`src/rtl/spectrum_bin_buffer.sv`:
```
`default_nettype none
// ============================================================================
// Module      : spectrum_bin_buffer
// Description : Converts the STFT complex bin stream into saturated unsigned
//               magnitudes and stores them in a double-buffered bin RAM.
//               The display renderer reads the front bank with 1-cycle latency.
//               Banks swap only on frame_sync, so a displayed frame never tears.
//               Optional feature macro: SPECTRUM_PEAK_HOLD_EN (peak-hold bars
//               that fall by DECAY per frame).
// Revision    : 1.0 - initial release
// ============================================================================
module spectrum_bin_buffer #(
   parameter int WORD_WIDTH = 16,
   parameter int FFT_SIZE   = 256,
   parameter int NUM_BINS   = 128,
   parameter int MAG_WIDTH  = 8,
   parameter int MAG_SHIFT  = 8,
   parameter int DECAY      = 2
) (
   input  logic                        clk,
   input  logic                        reset,
   input  logic                        wr_en,
   input  logic [$clog2(FFT_SIZE)-1:0] wr_idx,
   input  logic [2*WORD_WIDTH-1:0]     wr_data,
   input  logic                        frame_sync,
   input  logic [$clog2(NUM_BINS)-1:0] rd_addr,
   output logic [MAG_WIDTH-1:0]        rd_data,
   output logic                        frame_ready,
   output logic                        overrun
);

   localparam int c_addr_w = $clog2(NUM_BINS);
   localparam int c_sum_w  = WORD_WIDTH + 1;
   localparam logic [WORD_WIDTH-1:0] c_abs_max  = {1'b0, {(WORD_WIDTH-1){1'b1}}};
   localparam logic [WORD_WIDTH-1:0] c_most_neg = {1'b1, {(WORD_WIDTH-1){1'b0}}};
   localparam logic [c_sum_w-1:0]    c_mag_lim  = c_sum_w'((1 << MAG_WIDTH) - 1);
   localparam logic [c_addr_w-1:0]   c_last_idx = c_addr_w'(NUM_BINS - 1);

   // Absolute value; the most negative code has no positive twin, so clamp it.
   function automatic logic [WORD_WIDTH-1:0] abs_sat(input logic [WORD_WIDTH-1:0] v);
      if (v == c_most_neg)
         abs_sat = c_abs_max;
      else if (v[WORD_WIDTH-1])
         abs_sat = -v;
      else
         abs_sat = v;
   endfunction

   // Bank RAM: upper address bit selects the bank.
   logic [MAG_WIDTH-1:0]  r_mem [0:2*NUM_BINS-1];

   logic                  r_s1_valid, r_s2_valid, r_s3_valid;
   logic [c_addr_w-1:0]   r_s1_idx, r_s2_idx, r_s3_idx;
   logic [WORD_WIDTH-1:0] r_s1_abs_re, r_s1_abs_im;
   logic [MAG_WIDTH-1:0]  r_s2_mag, r_s3_mag;
   logic                  r_bank_sel, r_pending;

   logic                  w_in_range;
   logic [WORD_WIDTH-1:0] w_max, w_min;
   logic [c_sum_w-1:0]    w_sum, w_shifted;
   logic [MAG_WIDTH-1:0]  w_mag, w_s3_val;
   logic                  w_busy, w_swap, w_complete, w_front_next;

   assign w_in_range   = wr_en && (32'(wr_idx) < NUM_BINS);
   assign w_max        = (r_s1_abs_re > r_s1_abs_im) ? r_s1_abs_re : r_s1_abs_im;
   assign w_min        = (r_s1_abs_re > r_s1_abs_im) ? r_s1_abs_im : r_s1_abs_re;
   assign w_sum        = {1'b0, w_max} + {1'b0, (w_min >> 1)};
   assign w_shifted    = w_sum >> MAG_SHIFT;
   assign w_mag        = (w_shifted > c_mag_lim) ? {MAG_WIDTH{1'b1}} : w_shifted[MAG_WIDTH-1:0];
   assign w_busy       = r_s1_valid | r_s2_valid | r_s3_valid;
   assign w_swap       = frame_sync & r_pending & ~w_busy;
   assign w_complete   = r_s3_valid && (r_s3_idx == c_last_idx);
   assign w_front_next = r_bank_sel ^ w_swap;

`ifdef SPECTRUM_PEAK_HOLD_EN
   logic [MAG_WIDTH-1:0] r_s1_front, r_s2_front;
   logic [MAG_WIDTH-1:0] w_decayed;

   // Second read port: current front value of the incoming bin (post-swap bank).
   always_ff @(posedge clk or negedge reset) begin
      if (!reset) begin
         r_s1_front <= '0;
         r_s2_front <= '0;
      end else begin
         r_s1_front <= r_mem[{w_front_next, wr_idx[c_addr_w-1:0]}];
         r_s2_front <= r_s1_front;
      end
   end

   assign w_decayed = (r_s2_front > MAG_WIDTH'(DECAY)) ? (r_s2_front - MAG_WIDTH'(DECAY)) : '0;
   assign w_s3_val  = (r_s2_mag > w_decayed) ? r_s2_mag : w_decayed;
`else
   logic w_decay_unused;
   assign w_decay_unused = (DECAY != 0) ^ w_front_next;
   assign w_s3_val       = r_s2_mag;
`endif

   // Three-stage magnitude pipeline; out-of-range bins never enter it.
   always_ff @(posedge clk or negedge reset) begin
      if (!reset) begin
         r_s1_valid  <= 1'b0;
         r_s2_valid  <= 1'b0;
         r_s3_valid  <= 1'b0;
         r_s1_idx    <= '0;
         r_s2_idx    <= '0;
         r_s3_idx    <= '0;
         r_s1_abs_re <= '0;
         r_s1_abs_im <= '0;
         r_s2_mag    <= '0;
         r_s3_mag    <= '0;
      end else begin
         r_s1_valid  <= w_in_range;
         r_s1_idx    <= wr_idx[c_addr_w-1:0];
         r_s1_abs_re <= abs_sat(wr_data[2*WORD_WIDTH-1:WORD_WIDTH]);
         r_s1_abs_im <= abs_sat(wr_data[WORD_WIDTH-1:0]);
         r_s2_valid  <= r_s1_valid;
         r_s2_idx    <= r_s1_idx;
         r_s2_mag    <= w_mag;
         r_s3_valid  <= r_s2_valid;
         r_s3_idx    <= r_s2_idx;
         r_s3_mag    <= w_s3_val;
      end
   end

   // Back-bank write from the last stage.
   always_ff @(posedge clk) begin
      if (r_s3_valid)
         r_mem[{~r_bank_sel, r_s3_idx}] <= r_s3_mag;
   end

   // Bank control: completion arms a swap that is taken on an idle frame_sync.
   always_ff @(posedge clk or negedge reset) begin
      if (!reset) begin
         r_bank_sel  <= 1'b0;
         r_pending   <= 1'b0;
         frame_ready <= 1'b0;
         overrun     <= 1'b0;
      end else begin
         overrun <= w_complete & r_pending;
         if (w_swap) begin
            r_bank_sel  <= ~r_bank_sel;
            r_pending   <= 1'b0;
            frame_ready <= 1'b1;
         end else if (w_complete) begin
            r_pending <= 1'b1;
         end
      end
   end

   // Display read port on the front bank.
   always_ff @(posedge clk or negedge reset) begin
      if (!reset)
         rd_data <= '0;
      else
         rd_data <= r_mem[{r_bank_sel, rd_addr}];
   end

endmodule
`default_nettype wire

```
`config.mk`:
```
export PLATFORM = sky130hd
export DESIGN_NAME = spectrum_bin_buffer
export DESIGN_NICKNAME = d
export VERILOG_FILES = /design/src/rtl/spectrum_bin_buffer.sv
export SDC_FILE = /design/constraint.sdc
export NUM_CORES = 2
export LEC_CHECK = 0
export BUFFER_PORTS_ARGS = -buffer_cell sky130_fd_sc_hd__buf_2
export CAP_MARGIN = 20
export CORE_MARGIN = 1
export CORE_UTILIZATION = 65
export CTS_BUF_LIST = sky130_fd_sc_hd__clkbuf_16
export DETAILED_ROUTE_END_ITERATION = 12
export PLACE_DENSITY = 0.85
export SETUP_SLACK_MARGIN = 0.4
export SLEW_MARGIN = 20
export SYNTH_ARGS = -nofsm -noshare
export SYNTH_HDL_FRONTEND = slang
export SYNTH_SLANG_ARGS = --single-unit
```
`constraint.sdc`:
```
create_clock -name clk -period 13.1 [get_ports clk]
set_input_delay 2.62 -clock clk [delete_from_list [all_inputs] [get_ports clk]]
set_output_delay 2.62 -clock clk [all_outputs]
set_load 0.1 [all_outputs]
```
==> summary.md <==
| Metric | Value |
|---|---|
| Hold path startpoint | r_s1_idx[3] |
| Post-synthesis average cell area | 22.5 sq um |
| Run status | complete, no violations |
| Post-synth top cells | edfxtp_1, mux4_2, nor2_1 |
| Cells after Synth | 3686 |
| Slowest CP cell | buf_4 |
| Layout Skew | 51.6 ps |
| Die width | 359 microns |
| Vias in the first global route | 43200 |
| Worst Setup End Kind | flip-flop |
| FP Rows | 130 |
| Overall Power | 16.4 mW |
| Max Clock Freq | 138 MHz |
| Worst EP required | 13770 ps |
| Final setup vio count | 0 |
| Clock Tree Buf Depth | 3 |
| Crit Path Class | primary input to flip-flop |
| R2R setup slack | 8280 ps |
| Post-place setup slack | 5610 ps |
| Slew @ Worst Pin | 1280 ps |
| Fin crit period | 7250 ps |
| Worst reg2reg path depth | 15 |
| Rel. slew slack | 0.141 |
| Final net count | 3870 |
| Avg WL per Cell | 42.1 microns |
| Worst hold stages | 0 |
| CTS tree | yes |
| Netlist Area Pre-Place | 83000 sq um |
| Core box area | 126000 sq um |
| Post-layout worst setup margin | 5850 ps |
| CTS buffer count | 194 |
| Hold Path End | r_s2_idx[3] |
| Latest clock arrival within the worst-skew pair | 880 ps |
| GRT Resource Usage Total | 0.375 |
| Die footprint | 129000 sq um |
| Sequential cell area fraction in the yosys report | 0.766 |
| CTS Hold Bufs | 0 |
| Initial DRC count | 7794 |
| P&R area growth vs syn | 10.2% |
| Leakage | 28.9 nW |
| Largest net degree at the start of global routing | 147 |
| Synth top area share | 0.741 |
| Antenna-violating nets left | 0 |
| Resize count post-CTS | 0 |
| Critical path's largest stage delay | 970 ps |
| Synth Warn # | 0 |
| Via density | 7.70 |
| Fin area | 91500 sq um |
| Max-slew violation count | 0 |
| Port Buffer Count | 60 |
| Setup TNS | 0 ps |
| Most frequent cell after synthesis | edfxtp_1 |
| Worst hold path type | flip-flop to flip-flop |
| Worst setup SP type | primary input |
| Initial Util | 0.658 |
| TritonRoute pass-1 iters | 6 |
| RD Place Congestion | 0.886 |
| CP arrival | 7920 ps |
| Worst setup path start | rd_addr[1] |
| Die height | 359 microns |
| Setup repair after global routing missed its margin | false |
| DRC | 0 |
| Crit share post-route | 0.554 |
| Syn nets | 3769 |
| Layout cells sized above 1 | 0.276 |
| Clk slew on worst S/H paths | 80 ps |
| Top Family by Delay on Critical Path | buffers and inverters |
| Htree depth | 4 |
| Pwr dens | 180 nW/um^2 |
| WP buf/inv | 3 |
| Number of I/O pins | 61 |
| Placed inst area | 85100 sq um |
| Synth Register Bits | 2132 |
| Worst R2R Start | r_s1_abs_re[11] |
| Critical path cell sequence | buf_8 > buf_4 > buf_4 > mux4_2 > mux4_2 > mux4_2 > a22oi_1 > nand2_1 |
| Area leader, netlist | edfxtp_1 |
| First-pass GRT wire length | 333000 microns |
| CP most frequent cell | mux4_2 |
| Asr flop ratio synth | 0.0394 |
| WL final | 236000 microns |
| GRT overflow | 0 |
| Primary FF master, synth | edfxtp_1 |
| Total number of vias | 43200 |
| Sinks on Clock Net | 2132 |
| DP HPWL | 121000 microns |
| Synth cell types | 49 |
| Maximum vdd ir drop | 0.180 mV |
| Final cell count without fillers | 5615 |
| Area contributors post-synth | edfxtp_1, mux4_2, dfrtp_1, nor2_1, clkbuf_1 |
| Max Cap Violations | 0 |
| Total setup buffers inserted after CTS | 0 |
| Post-synth EDFFs | 2048 |
| Initial antenna violation count | 28 |
| Hold Fails Final Rpt | 0 |
| Crit-path max FO | 111 |
| Root buffer cell | clkbuf_16 |
| Reg-to-Reg End | r_s2_mag[0] |
| Placed insts | 5239 |
==> flip-flops by register name, summed over array words and instances, names as in the netlist, 7 cells and up <==
register	cells
r_s3_mag	8
r_s2_mag	8
r_s1_abs_im	16
r_s1_idx	7
r_s2_idx	7
r_s1_abs_re	16
r_s3_idx	7
r_mem	2048
rd_data	8
==> cells in the final DEF (no fill, tap or decap), types with 8 or more instances in the layout <==
cell type / instances
ha_1: 32
clkbuf_16: 198
xor2_1: 25
o21ai_0: 46
nand4_1: 12
nand3_1: 28
clkinv_1: 51
nor2_1: 264
buf_2: 55
dfrtp_4: 8
nand2_1: 109
inv_1: 61
mux4_2: 672
bufinv_16: 19
dfrtp_1: 76
a21oi_1: 13
nor2b_1: 16
nor2_2: 9
edfxtp_1: 2048
buf_4: 43
clkinv_2: 43
a22oi_1: 16
==> metrics by stage <==
stage	hold slack (ps)	util
after floorplan	331	-
after global placement	333	0.674
after detailed placement	336	0.674
after CTS	347	0.724
after global routing	354	0.725
final	343	0.725
==> cell type report <==
| type | count | area (sq um) |
|---|---|---|
| multi-input cells | 1318 | 18500 |
| clock inverters | 170 | 1440 |
| flip-flops and latches | 2132 | 63600 |
| inverters | 28 | 105 |
| fillers | 6322 | 34700 |
| diodes | 6 | 15.0 |
| well taps | 1650 | 2060 |
| clock buffers | 198 | 4950 |
| repair buffers | 113 | 830 |
==> worst max path at each step <==
| stage | slack [ps] | cells past startpoint | to |
|---|---|---|---|
| after floorplan | 8000 | 7 | rd_data[0] |
| after global placement | 5620 | 8 | rd_data[5] |
| after detailed placement | 5610 | 8 | rd_data[5] |
| after CTS | 6390 | 8 | rd_data[5] |
| after global routing | 5880 | 8 | rd_data[4] |
| final | 5850 | 8 | rd_data[4] |
==> report_power, final <==
group / switching [mW] / internal (mW) / total [mW]
combinational: 1.36 / 0.373 / 1.74
sequential: 0.332 / 8.49 / 8.82
clock: 2.74 / 3.14 / 5.88
total: 4.43 / 12.0 / 16.4
==> logic make-up after synthesis <==
kind of cell | share of synthesized area
AOI/OAI and AO/OA | 0.00839
xor gates and xnor gates | 0.00306
adders and majority gates | 0.00482
buffers and inverters | 0.0115
DFF | 0.766
muxes | 0.182
and+or+nand+nor | 0.0238
==> metal layers <==
layer	global-route usage	routed length, microns	vias to the layer above
met1	0.471	73400	22200
met4	0.213	16800	42
met5	0	279	-
li1	-	-	15600
met3	0.104	30600	1004
met2	0.598	115000	4330
No activity file was read; power rests on OpenSTA's default activity.
